**src/rtl/scan_tap_ctrl.sv**
```systemverilog
// scan_tap_ctrl: IEEE 1149.1-style TAP controller for the DFT-wrapped s9234 core.
// Decodes TMS into the 16-state TAP FSM, holds the instruction register, and routes
// TDI/TDO through the bypass register, the optional IDCODE register or the core scan
// chain. It also drives the core scan-enable, clock-enable and test-mode controls.
//
// Optional feature: define IDCODE_EN to include the 32-bit IDCODE register. When
// IDCODE_EN is defined, OP_IDCODE selects IDCODE and is the reset instruction.
// Otherwise OP_IDCODE decodes as BYPASS and OP_BYPASS is the reset instruction.
//
// Ports:
//   TCK        in   sole clock, rising edge
//   TRST       in   synchronous active-high reset
//   TMS        in   test mode select
//   TDI        in   serial test data in
//   TDO        out  serial test data out (combinational)
//   scan_out   in   last flop of the core scan chain
//   scan_in    out  first flop of the core scan chain (mirrors TDI)
//   scan_en    out  core scan-enable
//   core_ce    out  core flop clock enable
//   mode       out  core test mode (active instruction is OP_SCAN)
//   tap_state  out  current FSM state
//   ir_active  out  current active instruction
module scan_tap_ctrl #(
  parameter int unsigned         IR_WIDTH     = 3,
  parameter logic [31:0]         IDCODE_VALUE = 32'h1923_4001,
  parameter logic [IR_WIDTH-1:0] OP_IDCODE    = 3'b001,
  parameter logic [IR_WIDTH-1:0] OP_SCAN      = 3'b010,
  parameter logic [IR_WIDTH-1:0] OP_BYPASS    = 3'b111
) (
  input  logic                TCK,
  input  logic                TRST,
  input  logic                TMS,
  input  logic                TDI,
  output logic                TDO,
  input  logic                scan_out,
  output logic                scan_in,
  output logic                scan_en,
  output logic                core_ce,
  output logic                mode,
  output logic [3:0]          tap_state,
  output logic [IR_WIDTH-1:0] ir_active
);

  typedef enum logic [3:0] {
    StTlr   = 4'hF,
    StRti   = 4'hC,
    StSelDr = 4'h7,
    StCapDr = 4'h6,
    StShDr  = 4'h2,
    StEx1Dr = 4'h1,
    StPauDr = 4'h3,
    StEx2Dr = 4'h0,
    StUpdDr = 4'h5,
    StSelIr = 4'h4,
    StCapIr = 4'hE,
    StShIr  = 4'hA,
    StEx1Ir = 4'h9,
    StPauIr = 4'hB,
    StEx2Ir = 4'h8,
    StUpdIr = 4'hD
  } tap_state_e;

  // Fixed 01 in the two LSBs of the captured IR, as the standard requires.
  localparam logic [IR_WIDTH-1:0] IrCapture = IR_WIDTH'(2'b01);

`ifdef IDCODE_EN
  localparam logic [IR_WIDTH-1:0] RstIr = OP_IDCODE;
`else
  localparam logic [IR_WIDTH-1:0] RstIr = OP_BYPASS;
`endif

  tap_state_e          state_q, state_d;
  logic [IR_WIDTH-1:0] ir_sr_q;
  logic [IR_WIDTH-1:0] ir_active_q;
  logic                bypass_q;
  logic                sel_scan;
  logic                sel_bypass;

`ifdef IDCODE_EN
  logic [31:0] idcode_q;
  logic        sel_idcode;

  assign sel_idcode = (ir_active_q == OP_IDCODE);
  assign sel_scan   = (ir_active_q == OP_SCAN);
  assign sel_bypass = !sel_scan && !sel_idcode;
`else
  // IDCODE register is absent; keep its parameters referenced for lint.
  logic unused_idcode_params;

  assign unused_idcode_params = ^{IDCODE_VALUE, OP_IDCODE};
  assign sel_scan   = (ir_active_q == OP_SCAN);
  assign sel_bypass = !sel_scan;
`endif

  // Next-state decode of the TAP FSM.
  always_comb begin
    state_d = state_q;
    unique case (state_q)
      StTlr:   state_d = TMS ? StTlr   : StRti;
      StRti:   state_d = TMS ? StSelDr : StRti;
      StSelDr: state_d = TMS ? StSelIr : StCapDr;
      StCapDr: state_d = TMS ? StEx1Dr : StShDr;
      StShDr:  state_d = TMS ? StEx1Dr : StShDr;
      StEx1Dr: state_d = TMS ? StUpdDr : StPauDr;
      StPauDr: state_d = TMS ? StEx2Dr : StPauDr;
      StEx2Dr: state_d = TMS ? StUpdDr : StShDr;
      StUpdDr: state_d = TMS ? StSelDr : StRti;
      StSelIr: state_d = TMS ? StTlr   : StCapIr;
      StCapIr: state_d = TMS ? StEx1Ir : StShIr;
      StShIr:  state_d = TMS ? StEx1Ir : StShIr;
      StEx1Ir: state_d = TMS ? StUpdIr : StPauIr;
      StPauIr: state_d = TMS ? StEx2Ir : StPauIr;
      StEx2Ir: state_d = TMS ? StUpdIr : StShIr;
      StUpdIr: state_d = TMS ? StSelDr : StRti;
      default: state_d = StTlr;
    endcase
  end

  // FSM state, IR and data registers. Reset leaves the shift registers untouched.
  always_ff @(posedge TCK) begin
    if (TRST) begin
      state_q     <= StTlr;
      ir_active_q <= RstIr;
    end else begin
      state_q <= state_d;
      case (state_q)
        StTlr:   ir_active_q <= RstIr;
        StCapIr: ir_sr_q     <= IrCapture;
        StShIr:  ir_sr_q     <= {TDI, ir_sr_q[IR_WIDTH-1:1]};
        StUpdIr: ir_active_q <= ir_sr_q;
        StCapDr: begin
          if (sel_bypass) bypass_q <= 1'b0;
`ifdef IDCODE_EN
          if (sel_idcode) idcode_q <= IDCODE_VALUE;
`endif
        end
        StShDr: begin
          if (sel_bypass) bypass_q <= TDI;
`ifdef IDCODE_EN
          if (sel_idcode) idcode_q <= {TDI, idcode_q[31:1]};
`endif
        end
        default: ;
      endcase
    end
  end

  // Serial output mux; only the two shift states drive data.
  always_comb begin
    TDO = 1'b0;
    if (state_q == StShIr) begin
      TDO = ir_sr_q[0];
    end else if (state_q == StShDr) begin
      if (sel_scan) begin
        TDO = scan_out;
`ifdef IDCODE_EN
      end else if (sel_idcode) begin
        TDO = idcode_q[0];
`endif
      end else begin
        TDO = bypass_q;
      end
    end
  end

  // Core control: capture on CAP_DR, shift on SH_DR, hold everywhere else.
  // UPD_IR is never SH_DR, so an instruction change cannot glitch scan_en.
  assign mode      = sel_scan;
  assign scan_en   = sel_scan && (state_q == StShDr);
  assign core_ce   = sel_scan && ((state_q == StShDr) || (state_q == StCapDr));
  assign scan_in   = TDI;
  assign tap_state = state_q;
  assign ir_active = ir_active_q;

endmodule

```
**config.mk**
```make
export PLATFORM = sky130hd
export DESIGN_NAME = scan_tap_ctrl
export DESIGN_NICKNAME = d
export VERILOG_FILES = /design/src/rtl/scan_tap_ctrl.sv
export SDC_FILE = /design/constraint.sdc
export NUM_CORES = 1
export LEC_CHECK = 0
export CAP_MARGIN = 20
export CORE_AREA = 2 2 39 41
export CTS_CLUSTER_SIZE = 14
export DETAILED_ROUTE_END_ITERATION = 10
export DIE_AREA = 0 0 41 43
export GPL_TIMING_DRIVEN = 0
export PLACE_DENSITY = 0.78
export SLEW_MARGIN = 20
export SYNTH_ARGS = -nofsm -noshare
export SYNTH_HDL_FRONTEND = slang
export SYNTH_SLANG_ARGS = --single-unit
```
**constraint.sdc**
```tcl
create_clock -name TCK -period 2 [get_ports TCK]
set_clock_uncertainty 0.2 [all_clocks]
set_input_delay 0.5 -clock TCK [delete_from_list [all_inputs] [get_ports TCK]]
set_output_delay 0.5 -clock TCK [all_outputs]
set_load 0.02 [all_outputs]
```
==> flow_metrics.py <==
metrics = {
    "global_route": {
        "grt_pass1_vias": 451,
        "grt_max_degree": 11,
        "antenna_found_initial": 0,
        "grtUsageTotal": 0.156,
        "grt_overflow": 0,
        "grt_pass1_wl_mm": 1.82,
    },
    "synthesis": {
        "yosysMostFrequentCell": "nor2_1",
        "synthCells": 63,
        "synth_area_per_cell_um2": 8.98,
        "synth_nets": 68,
        "ys_seq_area_frac": 0.460,
        "synth_top_area_share": 0.248,
        "netlist_area_um2": 566,
        "synth_top_area_cell": "dfxtp_1",
        "ys_ff_latch": 11,
        "yosys.cell_types.count": 27,
        "async_flop_share": 0,
        "yosys_most_used_dff": "dfxtp_1",
        "yosys-top-cells-count": "10 x nor2_1, 7 x dfxtp_1, 5 x nand2_1",
        "synth_edf_count": 4,
        "yosys_warnings": 0,
        "synthTopCellsByArea": "dfxtp_1 25%, edfxtp_1 21%, nor2_1 6.6%",
    },
    "finish": {
        "finalNonFillerCells": 101,
        "drive_gt1_frac": 0.259,
        "fin_nets": 91,
        "regArea_um2": 265,
        "multiInputGateArea_um2": 292,
        "final_core_util": 0.578,
        "diodes": 0,
        "areaGrowthSynthToFinish_pct": 41.4,
        "fillers": 137,
    },
    "setup_path": {
        "worstSetupStartpointType": "register",
        "cpMaxStageDelayCell": "or3b_4",
        "startpoint": "tap_state[1]$_SDFF_PP1_",
        "required_ns": 1.30,
        "cp.arrival_ns": 1.49,
        "path_max_fanout": 3,
        "worstSetupPathType": "register to output port",
        "crit_path_cell_trace": "or3b_4, or2_4, o21ai_4, buf_6",
        "cp-end-kind": "output port",
        "max_stage_delay_ns": 0.37,
        "timing.rr.start": "tap_state[0]$_SDFF_PP1_",
    },
    "outcome": {
        "outcome": "finished, violations left",
        "violations": "negative setup slack",
    },
    "clock_tree": {
        "clock-root-buffer": "clkbuf_4",
        "ctsHoldBuffers": 0,
        "clk_pin_slew_ns": 0.06,
        "cts_tree": "built",
        "clockBufferDepth": 2,
        "clk_latency_ns": 0.26,
        "cts_buffers": 3,
        "clock_sink_count": 11,
        "htreeDepth": 1,
    },
    "placement": {
        "gp_routability_congestion": 0.662,
        "place_inst": 95,
        "hpwl_um": 832,
        "io_buffers": 16,
    },
    "min_path": {
        "holdCritStartpoint": "ir_active[1]$_SDFFE_PP1P_",
        "hp-class": "register to register",
    },
    "sta": {
        "layout_setup_ws_ns": -0.191,
        "relSlewSlack": 0.706,
        "rsz0062_at_grt": "yes",
        "setup_violations": 3,
        "fmax_mhz": 456,
        "hold_viol_final": 0,
        "fin_crit_ns": 2.19,
        "worst_pin_slew_ns": 0.434,
        "drv_slew": 0,
        "period_share": 1.10,
    },
    "floorplan": {
        "die-area_um2": 1760,
        "chipWidth_um": 41,
        "core_um2": 1380,
        "ios": 17,
        "start_util": 0.409,
        "core.rowCount": 14,
        "die_y_um": 43,
    },
    "routing": {
        "routed_wl_mm": 1.14,
        "vias": 510,
        "dr.pass1.iters": 4,
        "via_per_inst": 5.05,
        "drc_errors": 0,
        "antenna_left": 0,
        "drtIter0Drc": 5,
        "wl_per_cell_um": 11.3,
    },
    "flow_run": {
        "maxCapViolations": 0,
    },
    "power": {
        "ir_drop_v": 0.000356,
        "power_density_nw_per_um2": 686,
        "p_leak_nw": 0.333,
    },
}
-- routing by layer --
| layer | GRT usage | share of wire | up-vias |
|---|---|---|---|
| met5 | 0 | 0 | - |
| met2 | 0.238 | 0.49 | 16 |
| met3 | 0.0314 | 0.053 | 2 |
| met1 | 0.189 | 0.44 | 229 |
| li1 | - | - | 263 |
| met4 | 0.100 | 0.012 | 0 |
-- cells in the final DEF, fill, tap and decap left out, types with 2 or more instances in the layout --
cell,synthesis,routed
nor2_1,10,9
clkdlybuf4s50_1,0,8
nand2_1,5,5
buf_4,1,5
dfxtp_1,7,5
nor3_1,4,4
edfxtp_1,4,4
inv_1,3,3
nand3_1,3,3
o21bai_1,3,3
clkbuf_4,0,3
dlygate4sd2_1,0,3
clkbuf_1,2,2
clkbuf_2,0,2
mux2i_1,2,2
nand2b_1,2,2
o21ai_0,2,2
and2_1,2,2
buf_6,1,2
-- layout make-up --
| type | instances | share of cell area |
|---|---|---|
| Buffer | 3 | 0.0203 |
| Clock buffer | 4 | 0.0329 |
| Inverter | 3 | 0.0141 |
| Multi-Input combinational cell | 45 | 0.365 |
| Sequential cell | 11 | 0.332 |
| Tap cell | 16 | 0.0250 |
| Timing Repair Buffer | 19 | 0.211 |
-- sequential cells by signal, indices dropped and copies added (netlist names) --
name and cells:
ir_active 3, bypass_q 1, tap_state 4, ir_sr_q 3
-- where the power goes --
part,leakage [nW],internal [mW],switching [mW]
clock network,0.0150,0.0771,0.0697
logic,0.226,0.0676,0.0721
registers,0.0921,0.248,0.0141
-- worst max-delay path, delay by kind of cell, from the launching register on --
family	cells	cell delay, ns
and+or+nand+nor	2	0.64
DFF	1	0.34
buffers and inverters	1	0.13
AOI/OAI and AO/OA	1	0.12
-- worst paths after layout --
path | to | slack, ns | depth (start not counted)
hold / removal | ir_active[1]$_SDFFE_PP1P_ | 0.33 | 2
setup / recovery | TDO | -0.19 | 4
hold reg to reg | ir_active[1]$_SDFFE_PP1P_ | 0.33 | 2
setup reg to reg | ir_sr_q[2]$_SDFFCE_PP0P_ | 0.31 | 3
-- stage by stage --
step           total power [mW]  worst slack, ns  setup TNS, ns  hold slack (ns)  instance area (µm²)
5_1_grt                   0.580           -0.217         -0.452            0.361                  800
6_report                  0.548           -0.191         -0.368            0.329                  800
4_1_cts                   0.553           -0.238         -0.456            0.331                  788
3_5_place_dp              0.409           -0.526          -2.31            0.322                  767
2_1_floorplan             0.355          -0.0110        -0.0110            0.283                  587
3_3_place_gp              0.405           -0.514          -2.24            0.321                  767
-- cell families (layout without fill, tap and decap cells) --
family / Yosys count / count (layout) / synth area share
flops: 11 / 11 / 0.460
simple gates: 34 / 34 / 0.327
compound gates: 9 / 9 / 0.111
mux: 2 / 2 / 0.0354
buf+inv: 7 / 29 / 0.0664
-- what timing repair did --
action	4_1_cts	5_1_grt
pin swaps	2	2
resized for setup	27	3
endpoints found under the setup margin	6	6
gates cloned	0	0
setup buffers	2	1
Power figures use the tool's default switching activity.
